`src/rtl/axis_tx_arb.sv`:
```
// Packet-level round-robin arbiter sharing one 64-bit Tx AXIS master between two sources.
// Optional per-port packet/abort counters are compiled in with AXIS_TX_ARB_STATS_EN.
module axis_tx_arb #(
   parameter int GAP_CYCLES = 0
) (
   input  logic        clk,
   input  logic        tx_axis_aresetn,
   input  logic [63:0] s0_axis_tdata,
   input  logic [7:0]  s0_axis_tkeep,
   input  logic        s0_axis_tvalid,
   output logic        s0_axis_tready,
   input  logic        s0_axis_tlast,
   input  logic        s0_axis_tuser,
   input  logic [63:0] s1_axis_tdata,
   input  logic [7:0]  s1_axis_tkeep,
   input  logic        s1_axis_tvalid,
   output logic        s1_axis_tready,
   input  logic        s1_axis_tlast,
   input  logic        s1_axis_tuser,
   output logic [63:0] tx_axis_tdata,
   output logic [7:0]  tx_axis_tkeep,
   output logic        tx_axis_tvalid,
   input  logic        tx_axis_tready,
   output logic        tx_axis_tlast,
   output logic        tx_axis_tuser,
   output logic [1:0]  grant
`ifdef AXIS_TX_ARB_STATS_EN
   ,
   output logic [31:0] pkts_s0,
   output logic [31:0] pkts_s1,
   output logic [31:0] aborts_s0,
   output logic [31:0] aborts_s1
`endif
);

   typedef enum logic [1:0] {IDLE = 2'd0, PASS = 2'd1, GAP = 2'd2} state_e;

   localparam int GW = (GAP_CYCLES > 1) ? $clog2(GAP_CYCLES) : 1;
   localparam logic [GW-1:0] GAP_LOAD = (GAP_CYCLES > 0) ? GW'(GAP_CYCLES - 1) : '0;

   state_e          state_q, state_d;
   logic [1:0]      grant_q, grant_d;
   logic            last_q, last_d;
   logic            started_q, started_d;
   logic [GW-1:0]   gap_cnt_q, gap_cnt_d;

   logic [63:0]     sel_data;
   logic [7:0]      sel_keep;
   logic            sel_valid, sel_last, sel_user;
   logic            in_pass, beat, end_abort, end_good, end_under, pkt_end, pick1;

   // grant_q[1] selects port 1; in PASS exactly one grant bit is set
   always_comb begin
      sel_data  = grant_q[1] ? s1_axis_tdata  : s0_axis_tdata;
      sel_keep  = grant_q[1] ? s1_axis_tkeep  : s0_axis_tkeep;
      sel_valid = grant_q[1] ? s1_axis_tvalid : s0_axis_tvalid;
      sel_last  = grant_q[1] ? s1_axis_tlast  : s0_axis_tlast;
      sel_user  = grant_q[1] ? s1_axis_tuser  : s0_axis_tuser;
   end

   assign in_pass   = (state_q == PASS);
   assign beat      = in_pass & sel_valid & tx_axis_tready;
   assign end_abort = beat & sel_user;
   assign end_good  = beat & ~sel_user & sel_last;
   assign end_under = in_pass & started_q & ~sel_valid;
   assign pkt_end   = end_abort | end_good | end_under;
   assign pick1     = s1_axis_tvalid & ~(s0_axis_tvalid & last_q);

   always_ff @(posedge clk) begin
      if (!tx_axis_aresetn) begin
         state_q   <= IDLE;
         grant_q   <= '0;
         last_q    <= 1'b1;
         started_q <= 1'b0;
         gap_cnt_q <= '0;
      end else begin
         state_q   <= state_d;
         grant_q   <= grant_d;
         last_q    <= last_d;
         started_q <= started_d;
         gap_cnt_q <= gap_cnt_d;
      end
   end

   always_comb begin
      state_d   = state_q;
      grant_d   = grant_q;
      last_d    = last_q;
      started_d = started_q;
      gap_cnt_d = gap_cnt_q;
      case (state_q)
         IDLE: begin
            if (s0_axis_tvalid | s1_axis_tvalid) begin
               grant_d   = pick1 ? 2'b10 : 2'b01;
               last_d    = pick1;
               started_d = 1'b0;
               state_d   = PASS;
            end
         end
         PASS: begin
            if (beat) started_d = 1'b1;
            if (pkt_end) begin
               grant_d = '0;
               if (GAP_CYCLES > 0) begin
                  state_d   = GAP;
                  gap_cnt_d = GAP_LOAD;
               end else begin
                  state_d = IDLE;
               end
            end
         end
         GAP: begin
            if (gap_cnt_q == '0) state_d = IDLE;
            else gap_cnt_d = gap_cnt_q - 1'b1;
         end
         default: state_d = IDLE;
      endcase
   end

   always_comb begin
      tx_axis_tdata  = '0;
      tx_axis_tkeep  = '0;
      tx_axis_tvalid = 1'b0;
      tx_axis_tlast  = 1'b0;
      tx_axis_tuser  = 1'b0;
      s0_axis_tready = 1'b0;
      s1_axis_tready = 1'b0;
      if (in_pass) begin
         tx_axis_tdata  = sel_data;
         tx_axis_tkeep  = sel_keep;
         tx_axis_tvalid = sel_valid;
         tx_axis_tlast  = sel_last;
         tx_axis_tuser  = sel_user;
         s0_axis_tready = ~grant_q[1] & tx_axis_tready;
         s1_axis_tready = grant_q[1] & tx_axis_tready;
      end
   end

   assign grant = grant_q;

`ifdef AXIS_TX_ARB_STATS_EN
   logic [31:0] pkts_s0_q, pkts_s1_q, aborts_s0_q, aborts_s1_q;

   always_ff @(posedge clk) begin
      if (!tx_axis_aresetn) begin
         pkts_s0_q   <= '0;
         pkts_s1_q   <= '0;
         aborts_s0_q <= '0;
         aborts_s1_q <= '0;
      end else begin
         if (end_good & ~grant_q[1]) pkts_s0_q <= pkts_s0_q + 32'd1;
         if (end_good & grant_q[1])  pkts_s1_q <= pkts_s1_q + 32'd1;
         if ((end_abort | end_under) & ~grant_q[1]) aborts_s0_q <= aborts_s0_q + 32'd1;
         if ((end_abort | end_under) & grant_q[1])  aborts_s1_q <= aborts_s1_q + 32'd1;
      end
   end

   assign pkts_s0   = pkts_s0_q;
   assign pkts_s1   = pkts_s1_q;
   assign aborts_s0 = aborts_s0_q;
   assign aborts_s1 = aborts_s1_q;
`endif

endmodule

```
`config.mk`:
```
export PLATFORM = sky130hd
export DESIGN_NAME = axis_tx_arb
export DESIGN_NICKNAME = d
export VERILOG_FILES = /design/src/rtl/axis_tx_arb.sv
export SDC_FILE = /design/constraint.sdc
export NUM_CORES = 1
export LEC_CHECK = 0
export CORE_AREA = 2 2 89 91
export CTS_BUF_LIST = sky130_fd_sc_hd__clkbuf_8
export DETAILED_ROUTE_END_ITERATION = 12
export DIE_AREA = 0 0 91 93
export PLACE_DENSITY_LB_ADDON = 0.15
export SYNTH_ARGS = -nofsm -noshare
export SYNTH_HDL_FRONTEND = slang
export SYNTH_SLANG_ARGS = --single-unit
export TNS_END_PERCENT = 30
```
`constraint.sdc`:
```
create_clock -name clk -period 1.58 [get_ports clk]
set_clock_uncertainty 0.2 [all_clocks]
set_input_delay 0.316 -clock clk [delete_from_list [all_inputs] [get_ports clk]]
set_output_delay 0.316 -clock clk [all_outputs]
set_load 0.005 [all_outputs]
```
# Yosys cells after proc, flatten, opt, wreduce, memory -nomap -nowiden
# Cells that the tools add are included.
[word_totals]
ff_bits = 7
in_bits = 153
output_inout_bits = 79
word_cells = 59
[classes]
n_addsub = 1
eq_ne = 6
mux = 23
bitwise = 18
n_reduce_logical = 6
[op_table]
columns = ["cell", "n"]
rows = [
  ["two-way mux 64 bit", 2],
  ["two-way mux 8 bit", 2],
  ["AND 1 bit", 11],
  ["two-way mux 1 bit", 11],
  ["two-way mux 2 bit", 5],
  ["AND reduction 3 bit", 3],
  ["case mux 2 bit (3 select lines)", 1],
  ["inequality test 2 x 1 -> 1 bit, second input constant", 2],
  ["inequality test 2 bit, second input constant", 2],
  ["inverter 1 bit", 4],
  ["case mux 2 bit (2 select lines)", 1],
  ["OR 1 bit", 3],
  ["== test 2 x 1 -> 1 bit, second input constant", 1],
  ["== test 2 bit, second input constant", 1],
  ["logical NOT 2 bit", 1],
  ["case mux 1 bit (2 select lines)", 1],
  ["AND reduction 2 bit", 1],
  ["nonzero test 2 bit", 1],
  ["subtractor 1 bit, second input constant", 1],
]

# Depth between registers and ports, before layout
[depth]
word_depth = 9
ltp_mapped = 5
depth_no_buf = 3

# Worst setup path before layout
# OpenSTA, ideal clock, no wires.
[synth_timing]
path_type = "reg2out"
start = "register grant_q[1] (netlist: grant[1])"
end = "output tx_axis_tdata[28]"
arrival_time_ns = 1.095
required_time_ns = 1.064
slack_ns = -0.031
stages_incl_launch_ff = 6
n_path_buf = 3
cell_sequence = "dfxtp_1 buf_6 buf_4 buf_4 mux2i_1 nor2_1"
[synth_via]
elab_chain_len = 2
[synth_rtl]
columns = ["item", "line", "text"]
rows = [
  ["from (decl)", "42", "logic [1:0] grant_q, grant_d;"],
  ["from (signal assigned)", "78", "grant_q <= grant_d;"],
  ["two-way mux 64 bit", "54", "sel_data = grant_q[1] ? s1_axis_tdata : s0_axis_tdata;"],
  ["two-way mux 64 bit", "128", "if (in_pass) begin"],
  ["to (decl)", "20", "output logic [63:0] tx_axis_tdata,"],
]
# No other way between the ends.

# Worst setup path in the final report
[layout_timing]
start = "register grant_q[1] (netlist: grant[1])"
end = "output tx_axis_tdata[3]"
# Same word-level chain as after synthesis.

==> results.sh <==
export IMPL_cts_tree="yes"
export IMPL_tightestPinTransition_ns=0.2362
export IMPL_vias_per_cell=4.257
export IMPL_grt_pass1_vias=2257
export IMPL_grt_pass1_wl_um=11720
export IMPL_synth_area_leader_cell="mux2i_1"
export IMPL_met2_usage_pct=32.41
export IMPL_finalHoldViolations=0
export IMPL_async_reset_ff_share_pct=0
export IMPL_die_w_um=91
export IMPL_synth_area_leaders="mux2i_1 55%, nor2_1 21%, dfxtp_1 7.3%"
export IMPL_required_ns=1.06
export IMPL_violations="setup timing"
export IMPL_cp_buffers_inverters=4
export IMPL_endpoint_kind="output port"
export IMPL_dp_hpwl_um=6376
export IMPL_r2r_start="grant[1]"
export IMPL_switchingPower_uw=489.5
export IMPL_antenna_found_initial=0
export IMPL_cpLargestDelayFamily="buffers and inverters"
export IMPL_crit_type="reg2out"
export IMPL_outcome="finished, violations left"
export IMPL_portBuffers=231
export IMPL_cpMaxStageDelayCell="dfxtp_4"
export IMPL_synth_avg_cell_area_um2=6.997
export IMPL_fin_setup_tns_ns=-16.39
export IMPL_peakVddDrop_v=0.0005506
export IMPL_drtAntennaViolNets=0
export IMPL_rsz0062_at_grt="true"
export IMPL_diodes=0
export IMPL_synth_edf_count=0
export IMPL_h_tree_depth=1
export IMPL_power_frac_clock_pct=14.8
export IMPL_synth_flop_cell="dfxtp_1"
export IMPL_combPwrFrac_pct=76.0
export IMPL_syn_area_um2=1371
export IMPL_path_cells="buf_6 -> buf_4 -> clkbuf_16 -> mux2i_2 -> nor2_1 -> buf_2"
export IMPL_hold_path_class="reg2reg"
export IMPL_p_seq_share_pct=9.3
export IMPL_cp_arrival_ns=1.36
export IMPL_maxCapViolCount=0
export IMPL_cts_buffers_inserted=3
export IMPL_setup_slack_ns=-0.2992
export IMPL_internal_power_uw=1079
export IMPL_leakage_uw=0.001786
export IMPL_ys_ff_latch=5
export IMPL_synth_most_common_cell="nor2_1"
export IMPL_start_util_pct=18.22
export IMPL_route_detailed_drc=0
export IMPL_seq_area_frac_synth_pct=7.299
export IMPL_nFillCells=747
export IMPL_cp_start_kind="register"
export IMPL_grt_busiest_layer="met2"
export IMPL_area_growth_pct=197.0
export IMPL_coreArea_um2=7527
export IMPL_boundaryPins=232
export IMPL_cts_sinks=5
export IMPL_sw_frac_of_total_pct=31.21
export IMPL_clk_pin_slew_worst_paths_ns=0.03
export IMPL_use_met3_pct=3.223
export IMPL_syn_nets=349
export IMPL_fin_crit_ns=1.879
export IMPL_grtUsageTotal_pct=16.70
export IMPL_final_util_pct=54.11
export IMPL_placementRows=32
export IMPL_holdCritStartpoint="started_q"
export IMPL_layout_drive_gt1_share_pct=31.05
export IMPL_vias=2422
export IMPL_cts_buffer_depth=2
export IMPL_power_density_nw_per_um2=385.1
export IMPL_root_buffer="clkbuf_8"
export IMPL_yosys_top_cells_count="78 x nor2_1, 75 x mux2i_1, 5 x buf_2, 5 x clkbuf_1, 5 x dfxtp_1"
export IMPL_grt_overflow_total=0
export IMPL_grt_use_met1_pct=19.06
export IMPL_dieArea_um2=8463
export IMPL_insertion_delay_ns=0.22
export IMPL_fp_dieH_um=93
export IMPL_slew_headroom_pct=84.25
export IMPL_wl_per_cell_um=14.52
export IMPL_slowest_delay_ns=0.37
export IMPL_synthDominantCellAreaShare_pct=54.74
export IMPL_grt_max_degree=32
export IMPL_ys_warn_count=0
export IMPL_totalWireLength_um=8264
export IMPL_finalCritPeriodShare_pct=118.9
export IMPL_dr_first_iter_drc_count=41
export IMPL_crit_fanout=5
export IMPL_firstDrtPassIters=4
export IMPL_yosysUniqueCellTypes=24
export IMPL_slew_viol_final=0
export IMPL_setup_violations=82
export IMPL_startpoint="grant[1]"
export IMPL_synthCells=196
export IMPL_gp_congestion=0.7419
export IMPL_clock_fmax_mhz=532.1
export IMPL_nets=621
## worst reg2reg max path: stages, from the launching register on
cell      delay, ns
dfxtp_4        0.36
buf_4          0.14
buf_8          0.13
buf_4          0.13
buf_6          0.11
mux2_4         0.32
buf_6          0.12
nand3_1        0.07
a21boi_1       0.05
## final cells by class
type | instances | area (um^2) | area share, %
timing repair buffer | 284 | 2530 | 62.12
multi-input combinational | 173 | 1262 | 31.00
tap | 102 | 127.6 | 3.134
sequential | 5 | 103.9 | 2.550
clock buffer | 3 | 41.29 | 1.014
clock inverter | 1 | 3.754 | 0.09217
inverter | 1 | 3.754 | 0.09217
## per-stage QoR
stage	power, uW	setup slack (ns)	std cells	cell area [um^2]	hold WS, ns
floorplan	517.2	-0.03134	196	1371	0.2049
global placement	1300	-0.4955	531	3928	0.2638
detailed placement	1311	-0.5012	531	3928	0.2741
CTS	1463	-0.5099	538	3851	0.2788
global route	1680	-0.3704	569	4073	0.3216
finish	1568	-0.2992	569	4073	0.3062
## routing by layer
layer | share of wire (%) | vias up | wire length, um
met2 | 54 | 105 | 4489
met3 | 6.7 | 6 | 552
li1 | - | 1215 | -
met1 | 38 | 1096 | 3140
met5 | 0 | - | 0
met4 | 0.97 | 0 | 80
## state kept, by name, indices dropped and copies added, names as in the netlist
| signal | flops |
|---|---|
| grant | 2 |
| last_q | 1 |
| state_q | 1 |
| started_q | 1 |
## worst paths after layout
kind / endpoint / slack [ns] / depth (start not counted)
max: tx_axis_tdata[3] / -0.30 / 6
min: started_q / 0.31 / 2
max reg2reg: started_q / -0.16 / 8
min reg2reg: started_q / 0.31 / 2
## layout by cell type (no fill, tap or decap), types with 4 or more instances in the layout
cell / synthesis / routed
mux2i_1: 75 / 69
mux2i_2: 0 / 4
clkdlybuf4s50_1: 0 / 152
nor2_1: 78 / 77
clkbuf_2: 0 / 40
buf_2: 5 / 34
nand2_1: 4 / 4
buf_4: 4 / 32
buf_12: 0 / 5
buf_6: 1 / 10
dfxtp_1: 5 / 4
## cell families (layout without fill, tap and decap cells)
kind of cell	after synthesis	in the layout	share of synthesized area, %
simple gates	88	88	25.18
buf+inv	18	289	7.025
mux	76	76	55.57
compound gates	9	9	4.926
flops	5	5	7.300
## power groups by stage
stage / Combinational [uW] / Sequential, uW / Clock (uW)
floorplan: 371 / 146 / 0
global placement: 1150 / 149 / 0
detailed placement: 1160 / 149 / 0
CTS: 1080 / 147 / 238
global route: 1280 / 146 / 249
finish: 1190 / 145 / 231
## timing repair
item,4_1_cts,5_1_grt
setup endpoints to repair,83,82
pin swaps,0,5
cloned,0,5
gates resized for setup,221,77
buffers inserted,3,27
hold buffers,0,0
Note: power is estimated with default switching activity, not from simulation.
